[src/rtl/rr_pop_arbiter.sv]
// ---------------------------------------------------------------------------
// rr_pop_arbiter
//
// Upstream stage of the 4-lane routing arbiter. Picks one of four
// first-word-fall-through input FIFOs using a round-robin policy with a
// bounded burst per lane. It pops at most one word per cycle and forwards
// that word, registered, to the intermediate FIFO. A pop happens only when
// the intermediate FIFO is not almost full, so a popped word can always be
// pushed.
//
// Parameters
//   DATA_WIDTH  word width; the top two bits carry the destination lane and
//               pass through unchanged
//   BURST       maximum consecutive pops granted to one lane (1..15)
//
// Ports
//   clk          rising-edge clock
//   reset        asynchronous active-low reset
//   fifo_empty   per-lane empty flags of the input FIFOs
//   fifo_data    FWFT head words, lane i at [i*DATA_WIDTH +: DATA_WIDTH]
//   almost_full  intermediate FIFO back-pressure; 1 blocks popping
//   pop          combinational one-hot (or zero) pop strobe
//   push         registered write strobe to the intermediate FIFO
//   data_out     registered word that accompanies push
//   grant_id     registered lane index of the word on data_out
// ---------------------------------------------------------------------------
module rr_pop_arbiter #(
    parameter int unsigned DATA_WIDTH = 12,
    parameter int unsigned BURST      = 4
) (
    input  logic                      clk,
    input  logic                      reset,
    input  logic [3:0]                fifo_empty,
    input  logic [4*DATA_WIDTH-1:0]   fifo_data,
    input  logic                      almost_full,
    output logic [3:0]                pop,
    output logic                      push,
    output logic [DATA_WIDTH-1:0]     data_out,
    output logic [1:0]                grant_id
);

    typedef enum logic {
        IDLE  = 1'b0,
        GRANT = 1'b1
    } state_e;

    localparam logic [3:0] BURST_C = 4'(BURST);

    state_e                state_q, state_d;
    logic [1:0]            cur_q, cur_d;
    logic [1:0]            ptr_q, ptr_d;
    logic [3:0]            cnt_q, cnt_d;
    logic                  push_q, push_d;
    logic [DATA_WIDTH-1:0] data_q, data_d;
    logic [1:0]            gid_q, gid_d;

    logic                  permit;
    logic [1:0]            search_start;
    logic                  found;
    logic [1:0]            winner;
    logic                  sel_valid;
    logic [1:0]            sel_lane;
    logic [DATA_WIDTH-1:0] lane_word [4];

    always_comb begin
        for (int unsigned i = 0; i < 4; i++) begin
            lane_word[i] = fifo_data[i*DATA_WIDTH +: DATA_WIDTH];
        end
    end

    // Popping is allowed only out of reset and without back-pressure.
    assign permit = reset & ~almost_full;

    // In IDLE the search starts at ptr. During a handover it starts at cur+1,
    // which naturally leaves the current lane as the last candidate.
    always_comb begin
        logic [1:0] lane;
        lane         = '0;
        found        = 1'b0;
        search_start = (state_q == IDLE) ? ptr_q : cur_q + 2'd1;
        winner       = search_start;
        for (int unsigned i = 0; i < 4; i++) begin
            lane = search_start + 2'(i);
            if (!found && !fifo_empty[lane]) begin
                found  = 1'b1;
                winner = lane;
            end
        end
    end

    always_comb begin
        state_d   = state_q;
        cur_d     = cur_q;
        ptr_d     = ptr_q;
        cnt_d     = cnt_q;
        sel_valid = 1'b0;
        sel_lane  = cur_q;

        if (permit) begin
            case (state_q)
                IDLE: begin
                    if (found) begin
                        sel_valid = 1'b1;
                        sel_lane  = winner;
                        cur_d     = winner;
                        cnt_d     = 4'd1;
                        ptr_d     = winner + 2'd1;
                        state_d   = GRANT;
                    end
                end
                GRANT: begin
                    if (!fifo_empty[cur_q] && (cnt_q < BURST_C)) begin
                        sel_valid = 1'b1;
                        sel_lane  = cur_q;
                        cnt_d     = cnt_q + 4'd1;
                    end else if (found) begin
                        // Handover happens in the same cycle, so the next
                        // lane is popped with no bubble.
                        sel_valid = 1'b1;
                        sel_lane  = winner;
                        cur_d     = winner;
                        cnt_d     = 4'd1;
                        ptr_d     = winner + 2'd1;
                    end else begin
                        state_d = IDLE;
                        ptr_d   = cur_q + 2'd1;
                    end
                end
                default: state_d = IDLE;
            endcase
        end
    end

    assign pop = sel_valid ? (4'b0001 << sel_lane) : 4'b0000;

    always_comb begin
        push_d = sel_valid;
        data_d = data_q;
        gid_d  = gid_q;
        if (sel_valid) begin
            data_d = lane_word[sel_lane];
            gid_d  = sel_lane;
        end
    end

    always_ff @(posedge clk or negedge reset) begin
        if (!reset) begin
            state_q <= IDLE;
            cur_q   <= '0;
            ptr_q   <= '0;
            cnt_q   <= '0;
            push_q  <= 1'b0;
            data_q  <= '0;
            gid_q   <= '0;
        end else begin
            state_q <= state_d;
            cur_q   <= cur_d;
            ptr_q   <= ptr_d;
            cnt_q   <= cnt_d;
            push_q  <= push_d;
            data_q  <= data_d;
            gid_q   <= gid_d;
        end
    end

    assign push     = push_q;
    assign data_out = data_q;
    assign grant_id = gid_q;

endmodule
[config.mk]
export PLATFORM = sky130hd
export DESIGN_NAME = rr_pop_arbiter
export DESIGN_NICKNAME = d
export VERILOG_FILES = /design/src/rtl/rr_pop_arbiter.sv
export SDC_FILE = /design/constraint.sdc
export NUM_CORES = 1
export LEC_CHECK = 0
export ABC_AREA = 1
export CAP_MARGIN = 5
export CORE_MARGIN = 5
export CORE_UTILIZATION = 37
export CTS_BUF_LIST = sky130_fd_sc_hd__clkbuf_16
export DETAILED_ROUTE_END_ITERATION = 8
export GPL_TIMING_DRIVEN = 0
export HOLD_SLACK_MARGIN = 0.02
export PLACE_DENSITY = 0.69
export SETUP_SLACK_MARGIN = 0.3
export SLEW_MARGIN = 20
export SYNTH_ARGS = -nofsm -noshare
export SYNTH_HDL_FRONTEND = slang
export SYNTH_SLANG_ARGS = --single-unit
[constraint.sdc]
create_clock -name clk -period 4.23 [get_ports clk]
set_input_delay 1.269 -clock clk [delete_from_list [all_inputs] [get_ports clk]]
set_output_delay 1.269 -clock clk [all_outputs]
set_load 0.02 [all_outputs]
; Word level (Yosys, flattened, before mapping)
; Cells that the tools add are included.
[totals]
ff_bits = 24
in_bits = 55
output_inout_bits = 19
elab_cells = 75
[op_classes]
addsub = 6
n_lt_le_gt_ge = 7
n_eq_ne = 2
n_shift = 1
n_mux = 37
bitwise = 4
n_reduce_logical = 11
[op_table]
columns = op, count
row1 = $bmux 12 s2, 1
row2 = $mux 12, 2
row3 = $mux 2, 10
row4 = $lt 2x3->1 const B, 5
row5 = $mux 1, 12
row6 = $mux 4, 3
row7 = $bmux 1 s2, 5
row8 = $pmux 2 s2, 2
row9 = $pmux 4 s2, 1
row10 = $add 2x1->2 const B, 3
row11 = $logic_not 1->1, 6
row12 = $add 2x2->2 const B, 2
row13 = $add 4x1->4 const B, 1
row14 = $logic_and 1x1->1, 4
row15 = $lt 4x3->1 const B, 1
row16 = $ne 2x2->1 const B, 2
row17 = $shl 1x2->4 const A, 1
row18 = $ge 3x3->1 const B, 1
row19 = $not 2->3, 1
row20 = $reduce_and 3->1, 1
row21 = $not 1->1, 2
row22 = $pmux 1 s2, 1
row23 = $and 1x1->1, 1

; Logic depth before layout (Yosys ltp)
[logic_depth]
ltp_word = 22
depth_mapped = 21
ltp_nobuf = 19

; Worst setup path before layout
; OpenSTA, ideal clock, no wires.
[synth_path]
path_type = input to output
from = input fifo_empty[0]
to = output pop[1]
arrival_time_ns = 2.767
required_ns = 2.961
path_slack_ns = 0.194
path_stages = 13
n_path_buf = 1
path_cell_list = inv_1 nor2_1 a21oi_1 o221ai_1 nand2_1 nor2_8 clkinv_4 nand2_4 nand2_4 buf_6 inv_2 nand2_1 nor2_1
[synth_via]
elab_chain_cells = 17
elab_cells_between_ends = 37
cone_classes = shift: 1 / mux: 26 / reduce/logical: 10
[synth_rtl]
columns = item, line
row1 = start: declaration, 33  ; input logic [3:0] fifo_empty,
row2 = $bmux 1 s2, 84  ; if (!found && !fifo_empty[lane]) begin
row3 = $mux 1 (not written as such), 84
row4 = $logic_not 1->1, 84
row5 = $logic_and 1x1->1, 84
row6 = $mux 1, 84
row7 = $logic_not 1->1, 84
row8 = $logic_and 1x1->1, 84
row9 = $mux 1, 84
row10 = $logic_not 1->1, 84
row11 = $logic_and 1x1->1, 84
row12 = $mux 2 or $mux 1 (tied branches), 84
row13 = $mux 2, "102, 116"
row14 = $mux 2, 112  ; if (!fifo_empty[cur_q] && (cnt_q < BURST_C)) begin
row15 = $pmux 2 s2, -
row16 = $mux 2, -
row17 = $shl 1x2->4, 134  ; assign pop = sel_valid ? (4'b0001 << sel_lane) : 4'b0000;
row18 = $mux 4 (*), 134
row19 = end: declaration, 36  ; output logic [3:0] pop,
; Mark *: on every way between the ends. The rest lies on a longest branch, timed or not. The select of a mux whose other input is x is not followed.

; Worst setup path after layout
; Same ends and word-level chain as after synthesis.

==> qor.yml <==
htree_levels: 1
hold_buffers: 0
peakVddDrop_v: 0.000337
clk_pin_slew_ns: 0.06
setup_violations: 0
ys_seq_elements: 24
power.total_mw: 2.29
gp_congestion: 0.941
synth_warnings: 0
worst_pin_slew_ns: 0.376
syn_avg_cell_area_um2: 6.17
dieWidth_um: 83.1
synthTopCellsByArea: "nand2_1, dfrtp_1, nand3_1"
critPathMaxStageDelay_ns: 0.20
gr-total-overflow: 0
rows: 26
min_from: "data_out[8]"
setup_slack_ns: 0.278
worstPathRequired_ns: 2.96
powerDensity_mw_per_mm2: 704
cp_common_cell: "nand2_4"
viasPerCell: 4.75
die_area_mm2: 0.00690
post_drt_wl_per_cell_um: 12.5
worstHoldPathCells: 2
synth_nets: 376
critical_path_class: "input port to output port"
relSlewSlack_pct: 74.8
port_buffers: 73
grt_pass1_vias: 2323
worstPathArrival_ns: 2.68
ant_nets: 0
worstReg2RegStart: "state_q"
start_util_pct: 38.4
skew_ns: 0.00162
drc: 0
clock_latency_ns: 0.25
dr.pass1.iters: 6
slew_violations: 0
worstSetupStartpointType: "input port"
dp.final_hpwl_um: 4500
clock.fmax_mhz: 253
grt_max_degree: 26
reg2reg_to: "data_out[2]"
min_period_ns: 3.95
cts_tree: "built"
crit_path_max_fanout: 4
end_kind: "output port"
cpMaxStageDelayCell: "o221ai_2"
outcome: "finished clean"
ff2ff_path_depth: 19
syn_area_mm2: 0.00198
ys_seq_area_share_pct: 30.4
whs_endpoint: "data_out[8]"
cts-root-buf: "clkbuf_16"
hp-class: "flop to flop"
r2r_slack_ns: 1.59
dr.first_iter.drc_count: 64
coreArea_mm2: 0.00514
rsz0062_at_grt: "true"
boundaryPins: 74
max-cap-violations: 0
fin_nets: 473
grt.total_usage_pct: 17.6
cts.sinks: 24
syn-instance-count: 320
clk_path_buf_depth: 2
syn2layout_area_growth_pct: 64.5
yosys.area.top_type: "nand2_1"
fin_crit_sh_pct: 93.4
hold_viol_final: 0
post-synth-top-area-fraction_pct: 33.6
cts_buffers: 3
synth_cell_types: 31
grt_pass1_wl_um: 10300
totalWireLength_um: 6090
place_ws_ns: -1.72
crit_chain: "buf_8 -> inv_4 -> nor2_4 -> a21oi_2 -> o221ai_2 -> nand2_4 -> nor2_8 -> clkinv_4 -> nand2_8 -> nand2_4 -> buf_8 -> inv_4 -> nand2_4 -> nor2_4 -> buf_6"
fin_setup_tns_ns: 0
antenna_found_initial: 0
diodes: 0
chipHeight_um: 83.1
drive_above_1_share_pct: 25.5
vias: 2309
p_leak_nw: 1.62
==> layout by cell type, fill, tap and decap left out, types with 3 or more instances in the layout <==
master and instances:
buf_6 8, inv_1 9, inv_4 3, nand3_1 36, o21ai_0 3, nor2_4 8, inv_2 5, nand2_1 159
clkdlybuf4s50_1 63, nor2_1 5, or2_2 3, nand3_4 3, nand3_2 7, dfrtp_1 23, buf_8 5, buf_4 23
nand2_4 5, clkbuf_16 3, nand2_2 20
==> per-layer routing <==
layer	track usage [%]	wire [um]	up-vias
met4	4.01	82	0
met5	0	0	-
met1	19.7	2510	1016
li1	-	-	1197
met3	5.84	513	12
met2	32.1	2990	84
==> area by class of cell <==
class / instances / area [um^2]
fill: 490 / 1890
multi-input combinational: 265 / 1380
timing repair buffer: 92 / 903
sequential: 24 / 602
buffer: 11 / 104
inverter: 20 / 92.6
tap: 70 / 87.6
clock buffer: 3 / 75.1
clock inverter: 1 / 3.75
==> timing repair <==
item,4_1_cts,5_1_grt
buffers inserted,16,3
gates resized for setup,83,28
pin swaps,18,14
hold endpoints to repair,0,0
endpoints found under the setup margin,10,4
==> through the flow <==
step / util, % / hold WS (ns) / area (um^2) / cells
after floorplan: - / 0.454 / 2000 / 320
after global placement: 54.9 / 0.464 / 2820 / 463
after detailed placement: 54.9 / 0.466 / 2820 / 463
after CTS: 61.1 / 0.483 / 3140 / 483
after global routing: 63.2 / 0.494 / 3250 / 486
final: 63.2 / 0.481 / 3250 / 486
==> cell usage after synthesis, drive strengths merged <==
cell type and count:
o221ai 1, or2 3, a21oi 2, and2 1, nand3 46, o21ai 5
o31ai 1, a31oi 1, ha 1, buf 11, nand4 1, inv 18
nor3 1, clkinv 2, mux2 1, nand2 185, dfrtp 24, nor2 15
o211ai 1
==> power by group <==
| part | switching (mW) | internal [mW] |
|---|---|---|
| Sequential | 0.0738 | 0.332 |
| Clock | 0.0784 | 0.126 |
| Combinational | 0.962 | 0.715 |
| Total | 1.11 | 1.17 |
==> worst max-delay path: cells and delay by family <==
kind            cells  cell delay, ns
simple gates        7            0.66
compound gates      2            0.24
buf+inv             6            0.51
==> sequential cells by signal, summed over array words and instances (netlist names) <==
register	cells
data_out	12
state_q	1
cnt_q	4
grant_id	2
push	1
cur_q	2
ptr_q	2
==> how the worst max path moves through the flow <==
stage,from,to,slack [ns],cells past startpoint
floorplan,fifo_empty[2],pop[1],0.33,13
global placement,reset,pop[1],-1.71,13
detailed placement,reset,pop[1],-1.72,13
CTS,fifo_empty[1],pop[1],0.29,15
global route,fifo_empty[0],pop[1],0.20,15
finish,fifo_empty[0],pop[1],0.28,15
==> cell families (layout without fill, tap and decap cells) <==
logic type | after synthesis | after routing | synth area share, %
AO/OA/AOI/OAI | 11 | 11 | 3.86
adder cells (fa/ha/maj) | 1 | 1 | 0.633
buffers and inverters | 31 | 127 | 8.42
flip-flops | 24 | 24 | 30.4
multiplexers | 1 | 1 | 0.570
AND/OR/NAND/NOR | 252 | 252 | 56.1
No activity file was read; power rests on OpenSTA's default activity.
